$ cat config.mk
export PLATFORM = sky130hd
export DESIGN_NAME = mm_conv_sequencer_flat
export DESIGN_NICKNAME = d
export VERILOG_FILES = /design/src/rtl/mm_conv_sequencer_pkg.sv /design/src/rtl/mm_conv_sequencer_if.sv /design/src/rtl/mm_conv_sequencer_lane.sv /design/src/rtl/mm_conv_sequencer.sv /design/src/flat_wrapper.sv
export SDC_FILE = /design/constraint.sdc
export NUM_CORES = 1
export LEC_CHECK = 0
export BUFFER_PORTS_ARGS = -buffer_cell sky130_fd_sc_hd__buf_2
export CAP_MARGIN = 10
export CORE_MARGIN = 2
export CORE_UTILIZATION = 56
export DETAILED_ROUTE_END_ITERATION = 10
export GPL_TIMING_DRIVEN = 0
export PLACE_DENSITY = 0.86
export SLEW_MARGIN = 20
export SYNTH_ARGS = -nofsm -noshare
export SYNTH_HDL_FRONTEND = slang
export SYNTH_SLANG_ARGS = --single-unit
$ cat constraint.sdc
create_clock -name clk -period 3.42 [get_ports clk]
set_input_delay 0.171 -clock clk [delete_from_list [all_inputs] [get_ports clk]]
set_output_delay 0.171 -clock clk [all_outputs]
set_load 0.01 [all_outputs]
$ cat src/rtl/mm_conv_sequencer_pkg.sv
// Shared encodings for the multiplier-array sequencer: precision codes, mode codes,
// FSM states and lane-mask helpers.
package mm_conv_sequencer_pkg;

    localparam logic [1:0] CONV_2 = 2'b01;
    localparam logic [1:0] CONV_4 = 2'b10;
    localparam logic [1:0] CONV_8 = 2'b11;

    // Mode code is {convtypeD, convtypeW}
    localparam logic [3:0] M8x8 = {CONV_8, CONV_8};
    localparam logic [3:0] M8x4 = {CONV_8, CONV_4};
    localparam logic [3:0] M8x2 = {CONV_8, CONV_2};
    localparam logic [3:0] M4x4 = {CONV_4, CONV_4};
    localparam logic [3:0] M4x2 = {CONV_4, CONV_2};
    localparam logic [3:0] M2x2 = {CONV_2, CONV_2};

    typedef enum logic [2:0] {
        S_IDLE  = 3'd0,
        S_CHECK = 3'd1,
        S_LOAD  = 3'd2,
        S_DRAIN = 3'd3,
        S_OUT   = 3'd4
    } state_t;

    function automatic logic [3:0] lane_mask(input logic [1:0] cw);
        case (cw)
            CONV_8:  lane_mask = 4'b0001;
            CONV_4:  lane_mask = 4'b0011;
            CONV_2:  lane_mask = 4'b1111;
            default: lane_mask = 4'b0000;
        endcase
    endfunction

    function automatic logic mode_legal(input logic [1:0] cd, input logic [1:0] cw);
        case ({cd, cw})
            M8x8, M8x4, M8x2, M4x4, M4x2, M2x2: mode_legal = 1'b1;
            default:                            mode_legal = 1'b0;
        endcase
    endfunction

endpackage

$ cat src/rtl/mm_conv_sequencer_if.sv
// Command, operand, multiplier and result signals of the sequencer.
interface mm_conv_sequencer_if #(
    parameter int LEN_W = 10,
    parameter int ACC_W = 24
);
    logic               cmd_valid;
    logic               cmd_ready;
    logic [LEN_W-1:0]   cmd_len;
    logic [1:0]         cmd_convtypeD;
    logic [1:0]         cmd_convtypeW;
    logic               op_valid;
    logic               op_ready;
    logic [7:0]         op_d;
    logic [31:0]        op_w;
    logic [7:0]         mm_d;
    logic [7:0]         mm_w1;
    logic [7:0]         mm_w2;
    logic [7:0]         mm_w3;
    logic [7:0]         mm_w4;
    logic [1:0]         mm_convtypeD;
    logic [1:0]         mm_convtypeW;
    logic [63:0]        mm_mul;
    logic               res_valid;
    logic               res_ready;
    logic [4*ACC_W-1:0] res_acc;
    logic [3:0]         res_ovf;
    logic               res_err;
    logic               busy;

    modport slave (
        input  cmd_valid, cmd_len, cmd_convtypeD, cmd_convtypeW,
        input  op_valid, op_d, op_w, mm_mul, res_ready,
        output cmd_ready, op_ready, mm_d, mm_w1, mm_w2, mm_w3, mm_w4,
        output mm_convtypeD, mm_convtypeW, res_valid, res_acc, res_ovf, res_err, busy
    );

    modport master (
        output cmd_valid, cmd_len, cmd_convtypeD, cmd_convtypeW,
        output op_valid, op_d, op_w, mm_mul, res_ready,
        input  cmd_ready, op_ready, mm_d, mm_w1, mm_w2, mm_w3, mm_w4,
        input  mm_convtypeD, mm_convtypeW, res_valid, res_acc, res_ovf, res_err, busy
    );
endinterface

$ cat src/rtl/mm_conv_sequencer_lane.sv
// One saturating signed accumulator lane with synchronous clear and sticky overflow.
module mm_lane_acc #(
    parameter int ACC_W = 24
) (
    input  logic             clk,
    input  logic             rst_n,
    input  logic             clr_i,
    input  logic             en_i,
    input  logic [15:0]      prod_i,
    output logic [ACC_W-1:0] acc_o,
    output logic             ovf_o
);
    localparam logic [ACC_W-1:0] ACC_MAX = {1'b0, {(ACC_W-1){1'b1}}};
    localparam logic [ACC_W-1:0] ACC_MIN = {1'b1, {(ACC_W-1){1'b0}}};

    logic [ACC_W-1:0] acc_q;
    logic             ovf_q;
    logic [ACC_W:0]   sum;

    // One guard bit: overflow shows up as disagreement between the top two bits
    assign sum = {acc_q[ACC_W-1], acc_q} + {{(ACC_W+1-16){prod_i[15]}}, prod_i};

    always_ff @(posedge clk or negedge rst_n) begin
        if (!rst_n) begin
            acc_q <= '0;
            ovf_q <= 1'b0;
        end else if (clr_i) begin
            acc_q <= '0;
            ovf_q <= 1'b0;
        end else if (en_i) begin
            if (sum[ACC_W] != sum[ACC_W-1]) begin
                acc_q <= sum[ACC_W] ? ACC_MIN : ACC_MAX;
                ovf_q <= 1'b1;
            end else begin
                acc_q <= sum[ACC_W-1:0];
            end
        end
    end

    assign acc_o = acc_q;
    assign ovf_o = ovf_q;
endmodule

$ cat src/rtl/mm_conv_sequencer.sv
// Dot-product job sequencer: feeds one multi-precision multiplier and accumulates lanes.
//   state   | meaning
//   IDLE    | waiting for a job command
//   CHECK   | one cycle mode/length validation
//   LOAD    | accepting operand beats
//   DRAIN   | two cycles letting the product/accumulate pipe empty
//   OUT     | result presented until handshake
module mm_conv_sequencer
    import mm_conv_sequencer_pkg::*;
#(
    parameter int LEN_W = 10,
    parameter int ACC_W = 24
) (
    input logic                clk,
    input logic                rst_n,
    mm_conv_sequencer_if.slave bus
);
    state_t           state_q, state_d;
    logic [1:0]       cvd_q, cvw_q;
    logic [LEN_W-1:0] rem_q;
    logic             drn_q, err_q, v1_q, v2_q;
    logic [7:0]       d_q;
    logic [31:0]      w_q;
    logic [63:0]      prod_q;
    logic             cmd_acc, op_rdy, beat;
    logic [3:0]       mask, ovf;
    logic [ACC_W-1:0] acc [4];

    assign cmd_acc = (state_q == S_IDLE) && bus.cmd_valid;
    assign op_rdy  = (state_q == S_LOAD) && (rem_q != '0);
    assign beat    = op_rdy && bus.op_valid;
    assign mask    = lane_mask(cvw_q);

    always_ff @(posedge clk or negedge rst_n) begin
        if (!rst_n) state_q <= S_IDLE;
        else        state_q <= state_d;
    end

    always_comb begin
        state_d = state_q;
        case (state_q)
            S_IDLE:  if (bus.cmd_valid) state_d = S_CHECK;
            S_CHECK: state_d = (!mode_legal(cvd_q, cvw_q) || rem_q == '0) ? S_OUT : S_LOAD;
            S_LOAD:  if (rem_q == '0) state_d = S_DRAIN;
            S_DRAIN: if (!drn_q) state_d = S_OUT;
            S_OUT:   if (bus.res_ready) state_d = S_IDLE;
            default: state_d = S_IDLE;
        endcase
    end

    always_ff @(posedge clk or negedge rst_n) begin
        if (!rst_n) begin
            cvd_q  <= '0;
            cvw_q  <= '0;
            rem_q  <= '0;
            drn_q  <= 1'b0;
            err_q  <= 1'b0;
            v1_q   <= 1'b0;
            v2_q   <= 1'b0;
            d_q    <= '0;
            w_q    <= '0;
            prod_q <= '0;
        end else begin
            if (cmd_acc) begin
                cvd_q <= bus.cmd_convtypeD;
                cvw_q <= bus.cmd_convtypeW;
                rem_q <= bus.cmd_len;
                err_q <= 1'b0;
            end else if (beat) begin
                rem_q <= rem_q - 1'b1;
            end
            if (state_q == S_CHECK) err_q <= !mode_legal(cvd_q, cvw_q);
            // Drain down-counter is reloaded throughout LOAD, so DRAIN always lasts two cycles
            if (state_q == S_LOAD)       drn_q <= 1'b1;
            else if (state_q == S_DRAIN) drn_q <= 1'b0;
            if (beat) begin
                d_q <= bus.op_d;
                w_q <= bus.op_w;
            end
            v1_q <= beat;
            v2_q <= v1_q;
            if (v1_q) prod_q <= bus.mm_mul;
        end
    end

    for (genvar i = 0; i < 4; i++) begin : g_lane
        mm_lane_acc #(.ACC_W(ACC_W)) u_lane (
            .clk    (clk),
            .rst_n  (rst_n),
            .clr_i  (cmd_acc),
            .en_i   (v2_q && mask[i]),
            .prod_i (prod_q[16*i +: 16]),
            .acc_o  (acc[i]),
            .ovf_o  (ovf[i])
        );
        assign bus.res_acc[i*ACC_W +: ACC_W] = acc[i];
    end

    assign bus.cmd_ready    = (state_q == S_IDLE);
    assign bus.op_ready     = op_rdy;
    assign bus.busy         = (state_q != S_IDLE);
    assign bus.res_valid    = (state_q == S_OUT);
    assign bus.res_ovf      = ovf;
    assign bus.res_err      = err_q;
    assign bus.mm_d         = d_q;
    assign bus.mm_w1        = w_q[7:0];
    assign bus.mm_w2        = w_q[15:8];
    assign bus.mm_w3        = w_q[23:16];
    assign bus.mm_w4        = w_q[31:24];
    assign bus.mm_convtypeD = cvd_q;
    assign bus.mm_convtypeW = cvw_q;
endmodule

$ cat src/flat_wrapper.sv
// flat-port wrapper written by rule: the top's interface ports become plain ports
module mm_conv_sequencer_flat import mm_conv_sequencer_pkg::*;
#(
    parameter int LEN_W = 10,
    parameter int ACC_W = 24
)
  (clk, rst_n, bus_cmd_valid, bus_cmd_len, bus_cmd_convtypeD, bus_cmd_convtypeW, bus_op_valid, bus_op_d, bus_op_w, bus_mm_mul, bus_res_ready, bus_cmd_ready, bus_op_ready, bus_mm_d, bus_mm_w1, bus_mm_w2, bus_mm_w3, bus_mm_w4, bus_mm_convtypeD, bus_mm_convtypeW, bus_res_valid, bus_res_acc, bus_res_ovf, bus_res_err, bus_busy);
  mm_conv_sequencer_if #(.LEN_W(LEN_W), .ACC_W(ACC_W)) bus_i ();
  input logic clk;
  input logic rst_n;
  input wire logic [$bits(bus_i.cmd_valid)-1:0] bus_cmd_valid;
  input wire logic [$bits(bus_i.cmd_len)-1:0] bus_cmd_len;
  input wire logic [$bits(bus_i.cmd_convtypeD)-1:0] bus_cmd_convtypeD;
  input wire logic [$bits(bus_i.cmd_convtypeW)-1:0] bus_cmd_convtypeW;
  input wire logic [$bits(bus_i.op_valid)-1:0] bus_op_valid;
  input wire logic [$bits(bus_i.op_d)-1:0] bus_op_d;
  input wire logic [$bits(bus_i.op_w)-1:0] bus_op_w;
  input wire logic [$bits(bus_i.mm_mul)-1:0] bus_mm_mul;
  input wire logic [$bits(bus_i.res_ready)-1:0] bus_res_ready;
  output wire logic [$bits(bus_i.cmd_ready)-1:0] bus_cmd_ready;
  output wire logic [$bits(bus_i.op_ready)-1:0] bus_op_ready;
  output wire logic [$bits(bus_i.mm_d)-1:0] bus_mm_d;
  output wire logic [$bits(bus_i.mm_w1)-1:0] bus_mm_w1;
  output wire logic [$bits(bus_i.mm_w2)-1:0] bus_mm_w2;
  output wire logic [$bits(bus_i.mm_w3)-1:0] bus_mm_w3;
  output wire logic [$bits(bus_i.mm_w4)-1:0] bus_mm_w4;
  output wire logic [$bits(bus_i.mm_convtypeD)-1:0] bus_mm_convtypeD;
  output wire logic [$bits(bus_i.mm_convtypeW)-1:0] bus_mm_convtypeW;
  output wire logic [$bits(bus_i.res_valid)-1:0] bus_res_valid;
  output wire logic [$bits(bus_i.res_acc)-1:0] bus_res_acc;
  output wire logic [$bits(bus_i.res_ovf)-1:0] bus_res_ovf;
  output wire logic [$bits(bus_i.res_err)-1:0] bus_res_err;
  output wire logic [$bits(bus_i.busy)-1:0] bus_busy;
  assign bus_i.cmd_valid = bus_cmd_valid;
  assign bus_i.cmd_len = bus_cmd_len;
  assign bus_i.cmd_convtypeD = bus_cmd_convtypeD;
  assign bus_i.cmd_convtypeW = bus_cmd_convtypeW;
  assign bus_i.op_valid = bus_op_valid;
  assign bus_i.op_d = bus_op_d;
  assign bus_i.op_w = bus_op_w;
  assign bus_i.mm_mul = bus_mm_mul;
  assign bus_i.res_ready = bus_res_ready;
  assign bus_cmd_ready = bus_i.cmd_ready;
  assign bus_op_ready = bus_i.op_ready;
  assign bus_mm_d = bus_i.mm_d;
  assign bus_mm_w1 = bus_i.mm_w1;
  assign bus_mm_w2 = bus_i.mm_w2;
  assign bus_mm_w3 = bus_i.mm_w3;
  assign bus_mm_w4 = bus_i.mm_w4;
  assign bus_mm_convtypeD = bus_i.mm_convtypeD;
  assign bus_mm_convtypeW = bus_i.mm_convtypeW;
  assign bus_res_valid = bus_i.res_valid;
  assign bus_res_acc = bus_i.res_acc;
  assign bus_res_ovf = bus_i.res_ovf;
  assign bus_res_err = bus_i.res_err;
  assign bus_busy = bus_i.busy;
  mm_conv_sequencer #(.LEN_W(LEN_W), .ACC_W(ACC_W)) u_core (.clk(clk), .rst_n(rst_n), .bus(bus_i));
endmodule
# Yosys cells after proc, flatten, opt, wreduce, memory -nomap -nowiden
# Index checks and enable logic that the tools add are counted.
totals:
  wordCells: 118
  regBits: 225
  inputBits: 123
  out_inout_bits: 149
classes:
  add_sub_neg: 5
  n_reduce_logical: 30
  eq_ne: 21
  mux: 43
ops:
  columns: ["cell", "n"]
  rows:
  - ["24-bit two-way mux", 16]
  - ["24-bit by 16-bit adder with 25-bit output", 4]
  - ["2-bit nonzero test", 11]
  - ["4-bit equality test (second input constant)", 5]
  - ["10-bit two-way mux", 2]
  - ["1-bit two-way mux", 18]
  - ["3-bit two-way mux", 5]
  - ["3-bit one-hot mux with 5 select lines", 1]
  - ["4-bit one-hot mux with 3 select lines", 1]
  - ["10-bit zero test", 1]
  - ["10-bit nonzero test", 1]
  - ["10-bit by 1-bit subtractor with 10-bit output (second input constant)", 1]
  - ["2-bit != test (second input constant)", 4]
  - ["2-bit AND reduction", 4]
  - ["1-bit logical AND", 7]
  - ["3-bit by 2-bit equality test with 1-bit output (second input constant)", 2]
  - ["6-bit OR reduction", 1]
  - ["2-bit equality test (second input constant)", 2]
  - ["4-bit by 3-bit equality test with 1-bit output (second input constant)", 1]
  - ["1-bit != test", 4]
  - ["4-bit AND reduction", 1]
  - ["3-bit by 1-bit equality test with 1-bit output (second input constant)", 1]
  - ["3-bit equality test (second input constant)", 1]
  - ["3-bit zero test", 1]
  - ["4 further kinds", 4]

# Longest topological paths before layout
logic_depth:
  depth_word: 8
  depth_mapped: 11

# By module
# Synthesis repeated with hierarchy kept, for this count alone.
hier_totals:
  hier_cells: 1518
  hier_area_um2: 14756.7
by_module_without_submodules:
  columns: ["module", "cells_each", "instances", "seq_area_each_um2", "area_each_um2"]
  rows:
  - ["mm_lane_acc at u_core.g_lane[2].u_lane ...", 305, 2, 625.6, 2575.0]
  - ["mm_conv_sequencer", 434, 1, 3128.0, 5074.9]
  - ["mm_lane_acc at u_core.g_lane[0].u_lane ...", 237, 2, 625.6, 2265.9]

# Least setup slack after synthesis
# OpenSTA, ideal clock, no wires.
synth_timing:
  path_kind: "register -> register"
  from: "reg u_core.g_lane[3].u_lane.acc_q[0]"
  to: "reg u_core.g_lane[3].u_lane.acc_q[22]"
  setup_slack_ns: 0.486
  setup_time_ns: 0.127
  period_less_slack_ns: 2.934
  n_path_buf: 0
  path_stages_with_launch: 11
  arrival_time_ns: 2.807
  path_cell_list: "dfrtp_1 > ha_1 > fa_1 > a21o_1 > nand3_1 > a21boi_2 > or3_4 > o2bb2ai_2 > xor3_2 > a2111oi_2 > o21ai_1"
synth_between:
  elab_chain_len: 5
  word_cells_on_any_way: 6
synth_lines:
  columns: ["element", "line", "source"]
  rows:
  - ["start, declared", "mm_conv_sequencer_lane.sv:16", "logic [ACC_W-1:0] acc_q;"]
  - ["start signal, assigned", "mm_conv_sequencer_lane.sv:32", "acc_q <= sum[ACC_W] ? ACC_MIN : ACC_MAX;"]
  - ["start signal, assigned", "mm_conv_sequencer_lane.sv:35", "acc_q <= sum[ACC_W-1:0];"]
  - ["24-bit by 16-bit adder with 25-bit output (*)", "mm_conv_sequencer_lane.sv:21", "assign sum = {acc_q[ACC_W-1], acc_q} + {{(ACC_W+1-16){prod_i[15]}}, prod_i};"]
  - ["24-bit two-way mux / 1-bit != test (equally long branches)", "mm_conv_sequencer_lane.sv:32, mm_conv_sequencer_lane.sv:31", null]
  - ["24-bit two-way mux (*)", "mm_conv_sequencer_lane.sv:31", "if (sum[ACC_W] != sum[ACC_W-1]) begin"]
  - ["24-bit two-way mux (*)", "mm_conv_sequencer_lane.sv:30", "end else if (en_i) begin"]
  - ["24-bit two-way mux (*)", "mm_conv_sequencer_lane.sv:27", "end else if (clr_i) begin"]
# Every way passes the cells marked *; elsewhere a longest branch is shown, timed or not. The select of a mux whose other input is x is not followed.
# A chain may end at the register's enable or synchronous reset.

# Worst setup path in the final report
layout_timing:
  from: "reg u_core.g_lane[0].u_lane.acc_q[0]"
  to: "reg u_core.g_lane[0].u_lane.acc_q[4]"
layout_between:
  elab_chain_len: 5
  word_cells_on_any_way: 6
layout_lines:
  columns: ["element", "line"]
  rows:
  - ["start, declared", "mm_conv_sequencer_lane.sv:16"]
  - ["start signal, assigned", "mm_conv_sequencer_lane.sv:32"]
  - ["start signal, assigned", "mm_conv_sequencer_lane.sv:35"]
  - ["24-bit by 16-bit adder with 25-bit output (*)", "mm_conv_sequencer_lane.sv:21"]
  - ["24-bit two-way mux / 1-bit != test (equally long branches)", "mm_conv_sequencer_lane.sv:32, mm_conv_sequencer_lane.sv:31"]
  - ["24-bit two-way mux (*)", "mm_conv_sequencer_lane.sv:31"]
  - ["24-bit two-way mux (*)", "mm_conv_sequencer_lane.sv:30"]
  - ["24-bit two-way mux (*)", "mm_conv_sequencer_lane.sv:27"]
# Marks and branches as above.

==> results.md <==
* Core Area at 24300 µm²
* Worst slew margin at 0.396
* Minimum clock period at 3310 ps
* Root Buffer: clkbuf_16
* Fmax at 0.302 GHz
* Fin cells at 2279
* Register area share after synthesis at 0.406
* Via count at 13500
* Avg Cell Area, Syn at 9.17 µm²
* P per Cell Area at 811 nW/µm²
* Top Layer Used: met4
* Worst slew pin tran at 906 ps
* Crit path capture type: flop
* Drt wl/cell at 18.4 µm
* Share of layout cells above drive strength 1 at 0.221
* Worst EP required at about 3800 ps
* Slowest stage cell, crit path: fa_1
* P&R area growth vs syn at 28.6%
* Bufs on Longest Clock Path at 3
* Peak supply drop at 538 µV
* FF-to-FF End: u_core.g_lane[0].u_lane.acc_o[4]
* R2R setup slack at 110 ps
* Final slew viol count at 0
* CP Depth at 11
* Detail Route Antenna Nets at 0
* Fill count at ~1700
* Max stage delay on crit path at ~430 ps
* Via/cell ratio at 5.94
* Detailed Place HPWL at 28400 µm
* RSZ-0062 raised after global routing: false
* Num CTS Buffers at 25
* Clock transition at the registers of the reported paths at 60 ps
* Worst r2r src: u_core.g_lane[0].u_lane.acc_o[0]
* Die area at 26100 µm²
* Grt total ovfl at 0
* # placed instances at 2111
* All-Layer GR Usage at 0.318
* Critical-path maximum fanout at 10
* Final worst-path cycle share at 0.967
* Crit path max-delay family: compound AO/OA/AOI/OAI gates
* Setup violators final at 0
* Met1 WL at between 15000 and 20000 µm
* Crit path arrival time at 3710 ps
* Status: completed
* Initial antenna violation count at 2
* Worst-Skew Late Latency at 520 ps
* Syn nets at 1743
* 1st-pass router iterations at 6
* Clock sinks at 225
* Syn Std Cell Area at 13900 µm²
* Max Cap Violations at 0
* DRT iter0 DRCs at 1141
* Post-Syn Instances at between 1500 and 2000
* Crit path launch: u_core.g_lane[0].u_lane.acc_o[0]
* Ports at 272
* Most used DFF post-synth: dfrtp_1
* Hold Path Depth at 4
* CP Cell Sequence: ha_1 > fa_1 > a21oi_1 > o21ai_1 > a31oi_2 > a21oi_2 > a211oi_4 > nor3_1 > buf_2 > o211ai_1 > nand2_1
* Seq cells post-synth at about 230
* R2r worst-path depth at 11
* Setup Buffers After CTS at 0
* Setup crit end: u_core.g_lane[0].u_lane.acc_o[4]
* Hold WS at 118 ps
* Vias in the first global route at around 14000
* Initial Util at 0.571
* Clock skew at between 10 and 15 ps
* FFs w/ async S/R, synth at 1.00
* Global-route wire length before repair at 67700 µm
* Hold path startpoint: bus_op_valid
* H-Tree Depth at 1
* Distinct cells, synth at 83
* Met3 routed WL at about 3000 µm
* Crit Path Class: reg2reg
* CP bufs+invs at 1
* Routed wire length at roughly 42000 µm
* Largest net degree at the start of global routing at 93
* Startpoint types: flop
* Post-synth EDFFs at 0
* Number of remaining DRC errors at 0
* CTS tree: done
* P_leak at between 0.009 and 0.01 µW
* Min-delay worst type: in2reg
* Number of port buffers at 271
* Warnings, synthesis at 0
* Rows at 57
* Hold Fails Final Rpt at 0
* DIE WIDTH at 161 µm
* Total power at 14500 µW
* Placer Congestion at about 0.95
* Die Ht at 161 µm
* Layout Utilization at 0.734
* DR WL met2 at 20300 µm
* Nets at 2164
## power breakdown
group	total (µW)	internal [µW]	switching [µW]	leakage, µW
logic	7170	2920	4250	0.00566
clock network	2970	1820	1150	0.000437
registers	4340	3560	784	0.00296
## worst reg2reg max path, stage by stage, from the launching register on
cell	delay [ps]
dfrtp_1	420
ha_1	260
fa_1	430
a21oi_1	330
o21ai_1	230
a31oi_2	310
a21oi_2	180
a211oi_4	330
nor3_1	130
buf_2	220
o211ai_1	270
nand2_1	80
## timing repair
item | in CTS | in global routing
gates resized for setup | 0 | 10
hold buffers | 121 | 0
hold endpoints to repair | 177 | 0
endpoints found under the setup margin | 0 | 52
## cell usage after synthesis (all sizes together) (3+ instances only)
master | number | area share
o2bb2ai | 3 | 0.0023
fa | 4 | 0.0058
nor2b | 11 | 0.0050
nand3 | 27 | 0.0097
xnor2 | 52 | 0.033
clkbuf | 47 | 0.013
a22oi | 5 | 0.0027
nand2b | 7 | 0.0032
o21ai | 119 | 0.043
nand4 | 8 | 0.0036
mux2 | 64 | 0.052
and2 | 7 | 0.0033
and4 | 5 | 0.0032
nor2 | 72 | 0.019
ha | 102 | 0.092
o41ai | 4 | 0.0031
mux2i | 3 | 0.0022
a21oi | 112 | 0.041
a31oi | 11 | 0.0050
nor4 | 5 | 0.0023
buf | 17 | 0.0068
a21o | 30 | 0.016
a211oi | 13 | 0.0078
and3 | 16 | 0.0072
o21a | 13 | 0.0070
nor3 | 15 | 0.0054
inv | 25 | 0.0068
a21boi | 6 | 0.0035
or2 | 3 | 0.0014
a221oi | 4 | 0.0025
o211ai | 58 | 0.032
a22o | 4 | 0.0025
o41a | 3 | 0.0024
nand2 | 322 | 0.088
a2111oi | 7 | 0.0059
nand3b | 3 | 0.0016
or3 | 7 | 0.0035
o21bai | 7 | 0.0038
a211o | 4 | 0.0025
dfrtp | 225 | 0.41
xor2 | 34 | 0.021
## area by class of cell
| cell class | instances | area [µm²] | share of cell area |
|---|---|---|---|
| inverters | 25 | 93.8 | 0.00526 |
| diodes | 2 | 5.00 | 0.000280 |
| repair buffers | 394 | 2630 | 0.147 |
| plain buffers | 64 | 275 | 0.0154 |
| flip-flops and latches | 225 | 5630 | 0.315 |
| clock buffers | 26 | 639 | 0.0358 |
| multi-input cells | 1200 | 7910 | 0.443 |
| clock inverters | 19 | 267 | 0.0149 |
| well taps | 324 | 405 | 0.0227 |
## kinds of logic (layout without fill, tap and decap cells)
| kind of cell | count (synthesis) | count (layout) | synth area share |
|---|---|---|---|
| flops | 225 | 225 | 0.406 |
| mux | 67 | 67 | 0.0541 |
| simple gates | 515 | 515 | 0.161 |
| xor+xnor | 87 | 87 | 0.0566 |
| compound gates | 423 | 423 | 0.197 |
| fa+ha+maj | 108 | 108 | 0.0992 |
| other cells | 0 | 2 | 0 |
| buf+inv | 89 | 528 | 0.0264 |
## state kept, by name (all words and copies together), names as in the netlist
| signal | count |
|---|---|
| u_core.g_lane.u_lane.acc_o | 96 |
| u_core.prod_q | 64 |
| u_core.w_q | 32 |
| u_core.rem_q | 10 |
| u_core.bus.mm_d | 8 |
| u_core.g_lane.u_lane.ovf_o | 4 |
| u_core.state_q | 3 |
| u_core.bus.mm_convtypeD | 2 |
| u_core.bus.mm_convtypeW | 2 |
| u_core.bus.res_err | 1 |
| u_core.drn_q | 1 |
| u_core.v1_q | 1 |
| u_core.v2_q | 1 |
## stage by stage
step	area, µm²	worst slack [ps]	setup TNS [ps]
final	17900	113	0
after global routing	17900	1.02	0
after CTS	17800	4.89	0
after detailed placement	15700	3.80	0
after global placement	15600	-1640	-361820
after floorplan	13900	486	0
## per-layer routing
metal  vias up  global-route usage
met1      6512               0.402
met2       638               0.544
met4         0               0.128
met3       126              0.0534
met5         -                   0
li1       6257                   -
## worst min path at each step
stage / end / slack (ps)
floorplan: u_core.bus.mm_convtypeD[0] / -120
global placement: u_core.state_q[2] / 340
detailed placement: u_core.prod_q[40] / 120
CTS: u_core.rem_q[1] / 100
global route: u_core.rem_q[1] / 150
finish: u_core.rem_q[1] / 120
## placed cells by master (no fill, tap or decap), drive strengths merged, types with 26 or more instances in the layout
master	n
xnor2	52
o211ai	58
buf	290
a21o	30
mux2	64
dfrtp	225
inv	26
xor2	34
nand3	27
nor2	72
dlygate4sd3	121
ha	102
o21ai	119
clkbuf	73
a21oi	112
nand2	322
No activity file was read; power rests on OpenSTA's default activity.
